**config.mk**
```make
export PLATFORM = sky130hd
export DESIGN_NAME = res_axis_out
export DESIGN_NICKNAME = d
export VERILOG_FILES = /design/src/rtl/res_axis_out.sv
export SDC_FILE = /design/constraint.sdc
export NUM_CORES = 1
export LEC_CHECK = 0
export CORE_MARGIN = 4
export CORE_UTILIZATION = 55
export DETAILED_ROUTE_END_ITERATION = 12
export GPL_ROUTABILITY_DRIVEN = 0
export GPL_TIMING_DRIVEN = 0
export PLACE_DENSITY = 0.81
export REMOVE_ABC_BUFFERS = 1
export SYNTH_ARGS = -nofsm -noshare
export SYNTH_HDL_FRONTEND = slang
export SYNTH_SLANG_ARGS = --single-unit
export TNS_END_PERCENT = 1
```
**constraint.sdc**
```tcl
create_clock -name AXIS_ACLK -period 2.8 [get_ports AXIS_ACLK]
set_input_delay 0.42 -clock AXIS_ACLK [delete_from_list [all_inputs] [get_ports AXIS_ACLK]]
set_output_delay 0.42 -clock AXIS_ACLK [all_outputs]
set_load 0.01 [all_outputs]
```
**src/rtl/res_axis_out.sv**
```systemverilog
// Double-buffered result collector: the execution controller fills one bank while the
// other drains to M_AXIS in address order, one word per cycle, with full backpressure.
module res_axis_out #(
  parameter int unsigned DEPTH = 16,
  parameter int unsigned AW    = 4,
  parameter int unsigned DW    = 32
) (
  input  logic          AXIS_ACLK,
  input  logic          AXIS_ARESETN,
  input  logic          outr,
  input  logic [AW-1:0] oa,
  input  logic [DW-1:0] result,
  input  logic          commit,
  input  logic          commit_last,
  output logic          out_busy,
  output logic          idle,
  output logic          M_AXIS_TVALID,
  output logic [DW-1:0] M_AXIS_TDATA,
  output logic          M_AXIS_TLAST,
  input  logic          M_AXIS_TREADY
);

  logic [DW-1:0] mem [2][DEPTH];
  logic [1:0]    full, full_nxt;
  logic [1:0]    lastf, lastf_nxt;
  logic          wr_bank;
  logic          rd_bank;
  logic [AW-1:0] rd_ptr;

  logic wr_ok;
  logic do_commit;
  logic load;
  logic rd_end;

  assign wr_ok     = ~full[wr_bank];
  assign do_commit = commit & wr_ok;
  assign load      = full[rd_bank] & (~M_AXIS_TVALID | M_AXIS_TREADY);
  assign rd_end    = (rd_ptr == AW'(DEPTH - 1));

  assign out_busy = full[wr_bank];
  assign idle     = ~full[0] & ~full[1] & ~M_AXIS_TVALID;

  // Storage is not reset; a bank's contents are only visible once committed.
  always_ff @(posedge AXIS_ACLK) begin
    if (outr & wr_ok)
      mem[wr_bank][oa] <= result;
  end

  // Commit and drain-release can hit in one cycle; they always address different banks.
  always_comb begin
    full_nxt  = full;
    lastf_nxt = lastf;
    if (do_commit) begin
      full_nxt[wr_bank]  = 1'b1;
      lastf_nxt[wr_bank] = commit_last;
    end
    if (load & rd_end)
      full_nxt[rd_bank] = 1'b0;
  end

  always_ff @(posedge AXIS_ACLK or negedge AXIS_ARESETN) begin
    if (!AXIS_ARESETN) begin
      full    <= '0;
      lastf   <= '0;
      wr_bank <= 1'b0;
    end else begin
      full  <= full_nxt;
      lastf <= lastf_nxt;
      if (do_commit)
        wr_bank <= ~wr_bank;
    end
  end

  always_ff @(posedge AXIS_ACLK or negedge AXIS_ARESETN) begin
    if (!AXIS_ARESETN) begin
      rd_bank       <= 1'b0;
      rd_ptr        <= '0;
      M_AXIS_TVALID <= 1'b0;
      M_AXIS_TDATA  <= '0;
      M_AXIS_TLAST  <= 1'b0;
    end else if (load) begin
      M_AXIS_TDATA  <= mem[rd_bank][rd_ptr];
      M_AXIS_TVALID <= 1'b1;
      M_AXIS_TLAST  <= lastf[rd_bank] & rd_end;
      if (rd_end) begin
        rd_ptr  <= '0;
        rd_bank <= ~rd_bank;
      end else begin
        rd_ptr <= rd_ptr + AW'(1);
      end
    end else if (M_AXIS_TVALID & M_AXIS_TREADY) begin
      M_AXIS_TVALID <= 1'b0;
      M_AXIS_TLAST  <= 1'b0;
    end
  end

endmodule

```
==> flow_metrics.py, run 1 <==
metrics = {
    "worst_setup_path": {
        "path_class": "reg -> reg",
        "r2r_cells": 6,
        "end_kind": "flop",
        "crit_path_start_kind": "flop",
        "crit_fanout": 13,
        "critPathArrivalTime_ns": 3.11,
        "crit-reg2reg-launch": "wr_bank$_DFFE_PN0N_",
        "rr_endpoint": "mem[1][358]$_DFFE_PP_",
        "worstPathRequired_ns": 3.15,
        "ff2ff_setup_slack_ns": 0.03,
    },
    "synth": {
        "avgSynthCellArea_um2": 21.1,
        "async_flop_share_pct": 4.12,
        "ys_seq_area_share_pct": 77.7,
        "ys_ff_latch": 1068,
        "netlist_instances": 1940,
        "yosys.area.top_type": "edfxtp_1",
        "synth_area_um2": 41000,
        "synth_edf_count": 1024,
        "synth_flop_cell": "edfxtp_1",
        "netlist-cell-type-count": 44,
        "yosysTopAreaCellShare_pct": 75.1,
        "yosys_warnings": 0,
        "synth_area_leaders": "edfxtp_1 (75%), mux4_2 (8.8%), mux2i_1 (6.3%)",
    },
    "detailed_routing": {
        "vias": 21428,
        "drc_errors": 0,
        "viasPerCell": 6.78,
        "drtIter0Drc": 3421,
        "drt_pass1_iterations": 8,
        "drt.antenna.violating_nets": 0,
        "wire_per_inst_um": 33.0,
        "wl_mm": 104,
    },
    "floorplan": {
        "die_area_um2": 78900,
        "fp.dieH_um": 281,
        "core_um2": 73500,
        "io_pins": 78,
        "dieWidth_um": 281,
        "fp-row-count": 99,
        "start_util_pct": 55.8,
    },
    "power_and_ir_drop": {
        "p_leak_nw": 15.6,
        "p_int_mw": 31.6,
        "p_switching_mw": 12.6,
        "switching_share_pct": 28.5,
        "clock_power_share_pct": 31.9,
        "powerDensity_nw_per_um2": 918,
        "p_comb_share_pct": 26.4,
        "pwr-share-seq_pct": 41.7,
        "ir_worst_vdd_mv": 0.776,
    },
    "grt": {
        "grt_pass1_vias": 22010,
        "grt_max_degree": 61,
        "antenna_found_initial": 0,
        "grt_pass1_wl_mm": 151,
        "track_usage_pct": 26.5,
        "grt-ovfl-total": 0,
    },
    "flow_run": {
        "max-cap-violations": 0,
    },
    "timing": {
        "fin_hold_ws_ns": 0.439,
        "maxSlewViolCount": 0,
        "rsz0062_at_grt": "false",
        "post-route-period-util_pct": 98.8,
        "finalCriticalPeriod_ns": 2.77,
        "fmax_mhz": 362,
        "slew_headroom_pct": 14.9,
        "clock_skew_ns": 0.0259,
        "setup_viol": 0,
        "hold_viol_final": 0,
        "tightest_slew_ns": 1.27,
    },
    "clock_network": {
        "clkSinkCount": 1068,
        "clk_path_buf_depth": 3,
        "h-tree-depth": 3,
        "clock_latency_ns": 0.67,
        "numCtsBuffers": 100,
        "cts_tree": "done",
        "clkTransAtPathRegs_ns": 0.06,
        "cts_root_buf": "clkbuf_16",
    },
    "placement": {
        "dp_hpwl_mm": 56.5,
        "placed_cell_area_um2": 44100,
        "portBuffers": 77,
    },
    "final_layout": {
        "drive_gt1_share_pct": 22.3,
        "register_area_um2": 31900,
        "fin_area_um2": 48200,
        "final_nets": 2159,
        "diodes": 0,
        "multi_input_area_um2": 8850,
        "final_cell_mix": "edfxtp_1 (1024), mux2i_1 (257), mux4_2 (160)",
        "area_growth_pct": 17.7,
        "final_common_cell": "edfxtp_1",
        "n_fill_cell": 4346,
    },
    "hold_path": {
        "hp-start": "commit_last",
        "hp-class": "in -> reg",
        "hold_depth": 2,
        "hold_end": "lastf[1]$_DFFE_PN0P_",
    },
    "outcome": {
        "status": "completed",
    },
}
## cell families after synthesis
family | after synthesis | synth area share (%)
mux | 423 | 15.2
compound gates | 170 | 3.38
simple gates | 163 | 1.95
flops | 1068 | 77.7
buf+inv | 113 | 1.61
xor+xnor | 2 | 0.0428
fa+ha+maj | 1 | 0.0305
## flip-flops by register name, indices dropped and copies added, names as in the netlist
name,count
M_AXIS_TDATA,32
lastf,2
M_AXIS_TVALID,1
mem,1024
full,2
wr_bank,1
M_AXIS_TLAST,1
rd_ptr,4
rd_bank,1
## power by group through the flow
stage / Combinational (mW) / Clock [mW] / Sequential (mW)
after floorplan: 4.66 / 0 / 19.3
final: 11.7 / 14.1 / 18.4
after detailed placement: 10.5 / 0 / 19.0
after global routing: 12.3 / 14.9 / 18.4
after CTS: 11.5 / 14.1 / 18.5
after global placement: 5.50 / 0 / 19.4
## through the flow
stage | setup WS, ns | util [%] | cells | setup TNS [ns] | power [mW]
floorplan | -8.58 | - | 1829 | -555.52 | 24.0
global placement | -14.41 | 57.6 | 2865 | -2973.36 | 24.9
detailed placement | -0.830 | 60.1 | 2927 | -569.97 | 29.4
CTS | 0.0455 | 65.6 | 3154 | 0 | 44.1
global route | 0.0153 | 65.6 | 3159 | 0 | 45.6
finish | 0.0338 | 65.6 | 3159 | 0 | 44.2
## cell type report
class	count	share of cell area (%)
clock buffers	134	5.84
clock inverters	52	1.27
repair buffers	179	5.95
well taps	959	2.49
flip-flops and latches	1068	66.1
inverters	2	0.0156
multi-input cells	765	18.3
## critical path, cell delays in order (launching register included)
cell and delay [ns]:
dfrtp_2 0.53, mux2i_2 0.45, nand2_1 0.14, or3_2 0.68
nor2_4 0.25, buf_16 0.20, buf_16 0.19
## layer usage
metal,vias up,wire [um],track usage [%]
met5,-,0,0
met4,0,4580,10.4
met3,326,12000,5.65
met2,1617,50700,42.6
met1,11029,36900,36.2
li1,8456,-,-
## repair_timing
| action | 4_1_cts | 5_1_grt |
|---|---|---|
| setup buffers | 31 | 5 |
| setup endpoints to repair | 1057 | 14 |
| gates cloned | 9 | 0 |
| hold buffers | 1 | 0 |
| endpoints found under the hold margin | 44 | 0 |
| resized for setup | 9 | 2 |
| pin swaps | 25 | 0 |
## cells in the mapped netlist, types with 3 or more instances
| master | instances |
|---|---|
| buf_4 | 20 |
| clkbuf_1 | 33 |
| nor2_1 | 68 |
| o2111ai_1 | 32 |
| nand2_1 | 38 |
| nand3_1 | 3 |
| o221a_2 | 10 |
| or3_1 | 33 |
| o22a_1 | 34 |
| o221a_1 | 22 |
| buf_2 | 37 |
| mux2i_1 | 258 |
| o22ai_1 | 63 |
| nand3b_1 | 3 |
| mux4_2 | 160 |
| buf_6 | 15 |
| edfxtp_1 | 1024 |
| a21oi_1 | 3 |
| buf_1 | 6 |
| dfrtp_1 | 44 |
## how the worst max path moves through the flow
stage | start | end | cells past startpoint
global placement | rd_ptr[0]$_DFFE_PN0P_ | M_AXIS_TDATA[6]$_DFFE_PN0P_ | 4
global route | wr_bank$_DFFE_PN0N_ | mem[1][502]$_DFFE_PP_ | 6
finish | wr_bank$_DFFE_PN0N_ | mem[1][358]$_DFFE_PP_ | 6
floorplan | rd_ptr[0]$_DFFE_PN0P_ | M_AXIS_TDATA[10]$_DFFE_PN0P_ | 4
CTS | rd_bank$_DFFE_PN0N_ | M_AXIS_TDATA[12]$_DFFE_PN0P_ | 8
detailed placement | rd_ptr[0]$_DFFE_PN0P_ | M_AXIS_TDATA[6]$_DFFE_PN0P_ | 6
(Power assumes the default switching activity.)
==> run 2: changes to the inputs <==
--- a/config.mk
+++ b/config.mk
@@ -10,7 +10,7 @@
 export DETAILED_ROUTE_END_ITERATION = 12
 export GPL_ROUTABILITY_DRIVEN = 0
 export GPL_TIMING_DRIVEN = 0
-export PLACE_DENSITY = 0.81
+export PLACE_DENSITY = 0.78
 export REMOVE_ABC_BUFFERS = 1
 export SYNTH_ARGS = -nofsm -noshare
 export SYNTH_HDL_FRONTEND = slang
==> constraint.sdc (replaced) <==
create_clock -name AXIS_ACLK -period 2.6 [get_ports AXIS_ACLK]
set_input_delay 0.39 -clock AXIS_ACLK [delete_from_list [all_inputs] [get_ports AXIS_ACLK]]
set_output_delay 0.39 -clock AXIS_ACLK [all_outputs]
set_load 0.01 [all_outputs]
==> flow_metrics.py, run 2 (synthesis gave the netlist of run 1 again) <==
metrics = {
    "worst_setup_path": {
        "crit_path_start_kind": "flop",
        "crit_slowest_cell": "nor2_4",
        "crit_top_cell": "buf_16",
        "cpPeakStageDelay_ns": 0.61,
        "end_kind": "flop",
        "crit-reg2reg-launch": "wr_bank$_DFFE_PN0N_",
        "crit_fanout": 13,
        "critPathArrivalTime_ns": 3.24,
        "ff2ff_setup_slack_ns": -0.29,
        "path_class": "reg -> reg",
        "worstPathCellList": "mux2i_4, nand2_2, or3_4, nor2_4, buf_16, buf_16",
        "rr_endpoint": "mem[1][493]$_DFFE_PP_",
        "r2r_cells": 6,
        "worstPathRequired_ns": 2.94,
    },
    "clock_network": {
        "cts_root_buf": "clkbuf_16",
        "numCtsBuffers": 102,
        "h-tree-depth": 3,
        "clkTransAtPathRegs_ns": 0.07,
        "clock_latency_ns": 0.66,
        "cts_tree": "done",
        "clkSinkCount": 1068,
        "clk_path_buf_depth": 3,
    },
    "floorplan": {
        "die_area_um2": 78900,
        "fp.dieH_um": 281,
        "start_util_pct": 55.8,
        "fp-row-count": 99,
        "io_pins": 78,
        "core_um2": 73500,
        "dieWidth_um": 281,
    },
    "flow_run": {
        "max-cap-violations": 0,
    },
    "power_and_ir_drop": {
        "powerDensity_nw_per_um2": 986,
        "ir_worst_vdd_mv": 0.668,
        "p_leak_nw": 15.7,
    },
    "detailed_routing": {
        "vias": 21516,
        "routed-wl-met3_mm": 12.8,
        "viasPerCell": 6.76,
        "met2WireLength_mm": 50.6,
        "drt-met1-wl_mm": 38.5,
        "wire_per_inst_um": 33.7,
        "drc_errors": 0,
        "drtIter0Drc": 3272,
        "drt.antenna.violating_nets": 0,
        "drt_pass1_iterations": 8,
        "maxUsedRoutingLayer": "met5",
        "wl_mm": 107,
    },
    "final_layout": {
        "final_common_cell": "edfxtp_1",
        "reg.largest.list": "mem: 1024 flops, M_AXIS_TDATA: 32 flops, rd_ptr: 4 flops",
        "final_nets": 2180,
        "area_growth_pct": 18.1,
        "final_cell_mix": "edfxtp_1 (1024), mux2i_1 (257), mux4_2 (160)",
        "diodes": 0,
        "regMostFlops": "mem",
        "largest_reg_flops": 1024,
        "utilization_pct": 65.9,
        "drive_gt1_share_pct": 23.5,
    },
    "timing": {
        "post-route-period-util_pct": 111,
        "fin_tns_setup_ns": -25.06,
        "setup_viol": 233,
        "rsz0062_at_grt": "true",
        "fin_hold_ws_ns": 0.393,
        "hold_viol_final": 0,
        "clock_skew_ns": 0.0252,
        "fmax_mhz": 346,
        "fin_ws_ns": -0.293,
        "slew_headroom_pct": 20.6,
        "finalCriticalPeriod_ns": 2.89,
        "tightest_slew_ns": 1.19,
        "maxSlewViolCount": 0,
    },
    "grt": {
        "antenna_found_initial": 1,
        "grt_pass1_vias": 21619,
        "track_usage_pct": 25.9,
        "grt-ovfl-total": 0,
        "grt_pass1_wl_mm": 147,
        "grt_max_degree": 65,
    },
    "hold_path": {
        "hold_end": "lastf[0]$_DFFE_PN0P_",
        "hp-start": "commit_last",
        "hold_depth": 2,
        "hp-class": "in -> reg",
    },
    "placement": {
        "place_ws_ns": -1.00,
        "dp_hpwl_mm": 55.6,
        "portBuffers": 77,
    },
    "outcome": {
        "violations": "negative setup slack",
        "status": "complete, but fails checks",
    },
}
==> run 2: changes by cell type in the layout (fill, tap and decap cells not counted), sizes merged <==
cell	previous run	this run
buf	99	119
clkbuf	134	145
bufbuf	3	0
bufinv	12	10
clkinv	34	32
clkinvlp	3	1
inv	5	4
nor2b	2	3
==> run 2: power by group <==
group,internal (mW),switching (mW)
sequential,19.3,0.654
combinational,6.01,6.76
clock,8.75,6.28
==> run 2: layout make-up <==
type / count / area [um2]
multi-input combinational: 766 / 8950
fill: 4356 / 25100
tap: 959 / 1200
clock buffer: 144 / 2890
sequential: 1068 / 31900
timing repair buffer: 197 / 2950
clock inverter: 45 / 508
inverter: 2 / 7.51
==> run 2: metrics by stage <==
step / instances / cell area [um2] / power [mW]
after CTS: 3146 / 47900 / 46.7
after floorplan: 1829 / 40300 / 25.5
after global routing: 3181 / 48400 / 49.2
after detailed placement: 2925 / 44000 / 31.7
final: 3181 / 48400 / 47.7
after global placement: 2865 / 42300 / 26.4
==> run 2: layer usage <==
metal  vias up  track usage, %
met3       374            4.98
met2      1592            40.5
li1       8478               -
met5         -               0
met1     11070            36.3
met4         2            10.9
==> run 2: worst max path at each step <==
stage	start	endpoint	slack (ns)
after floorplan	rd_ptr[0]$_DFFE_PN0P_	M_AXIS_TDATA[10]$_DFFE_PN0P_	-8.78
after global placement	rd_ptr[0]$_DFFE_PN0P_	M_AXIS_TDATA[8]$_DFFE_PN0P_	-14.59
after detailed placement	wr_bank$_DFFE_PN0N_	mem[0][315]$_DFFE_PP_	-1.00
after CTS	rd_ptr[0]$_DFFE_PN0P_	M_AXIS_TDATA[8]$_DFFE_PN0P_	-0.77
after global routing	wr_bank$_DFFE_PN0N_	mem[1][493]$_DFFE_PP_	-0.27
final	wr_bank$_DFFE_PN0N_	mem[1][493]$_DFFE_PP_	-0.29
==> run 2: what timing repair did <==
| item | CTS | global route |
|---|---|---|
| pin swaps | 33 | 14 |
| cloned | 0 | 8 |
| setup endpoints to repair | 1059 | 527 |
| endpoints found under the hold margin | 44 | 0 |
| hold buffers | 1 | 0 |
| gates resized for setup | 27 | 11 |
| setup buffers | 31 | 27 |
==> run 2: critical path, delay by kind of cell (launching register included) <==
| kind | cells | cell delay (ns) |
|---|---|---|
| mux | 1 | 0.38 |
| buf+inv | 2 | 0.44 |
| flops | 1 | 0.56 |
| simple gates | 3 | 1.16 |
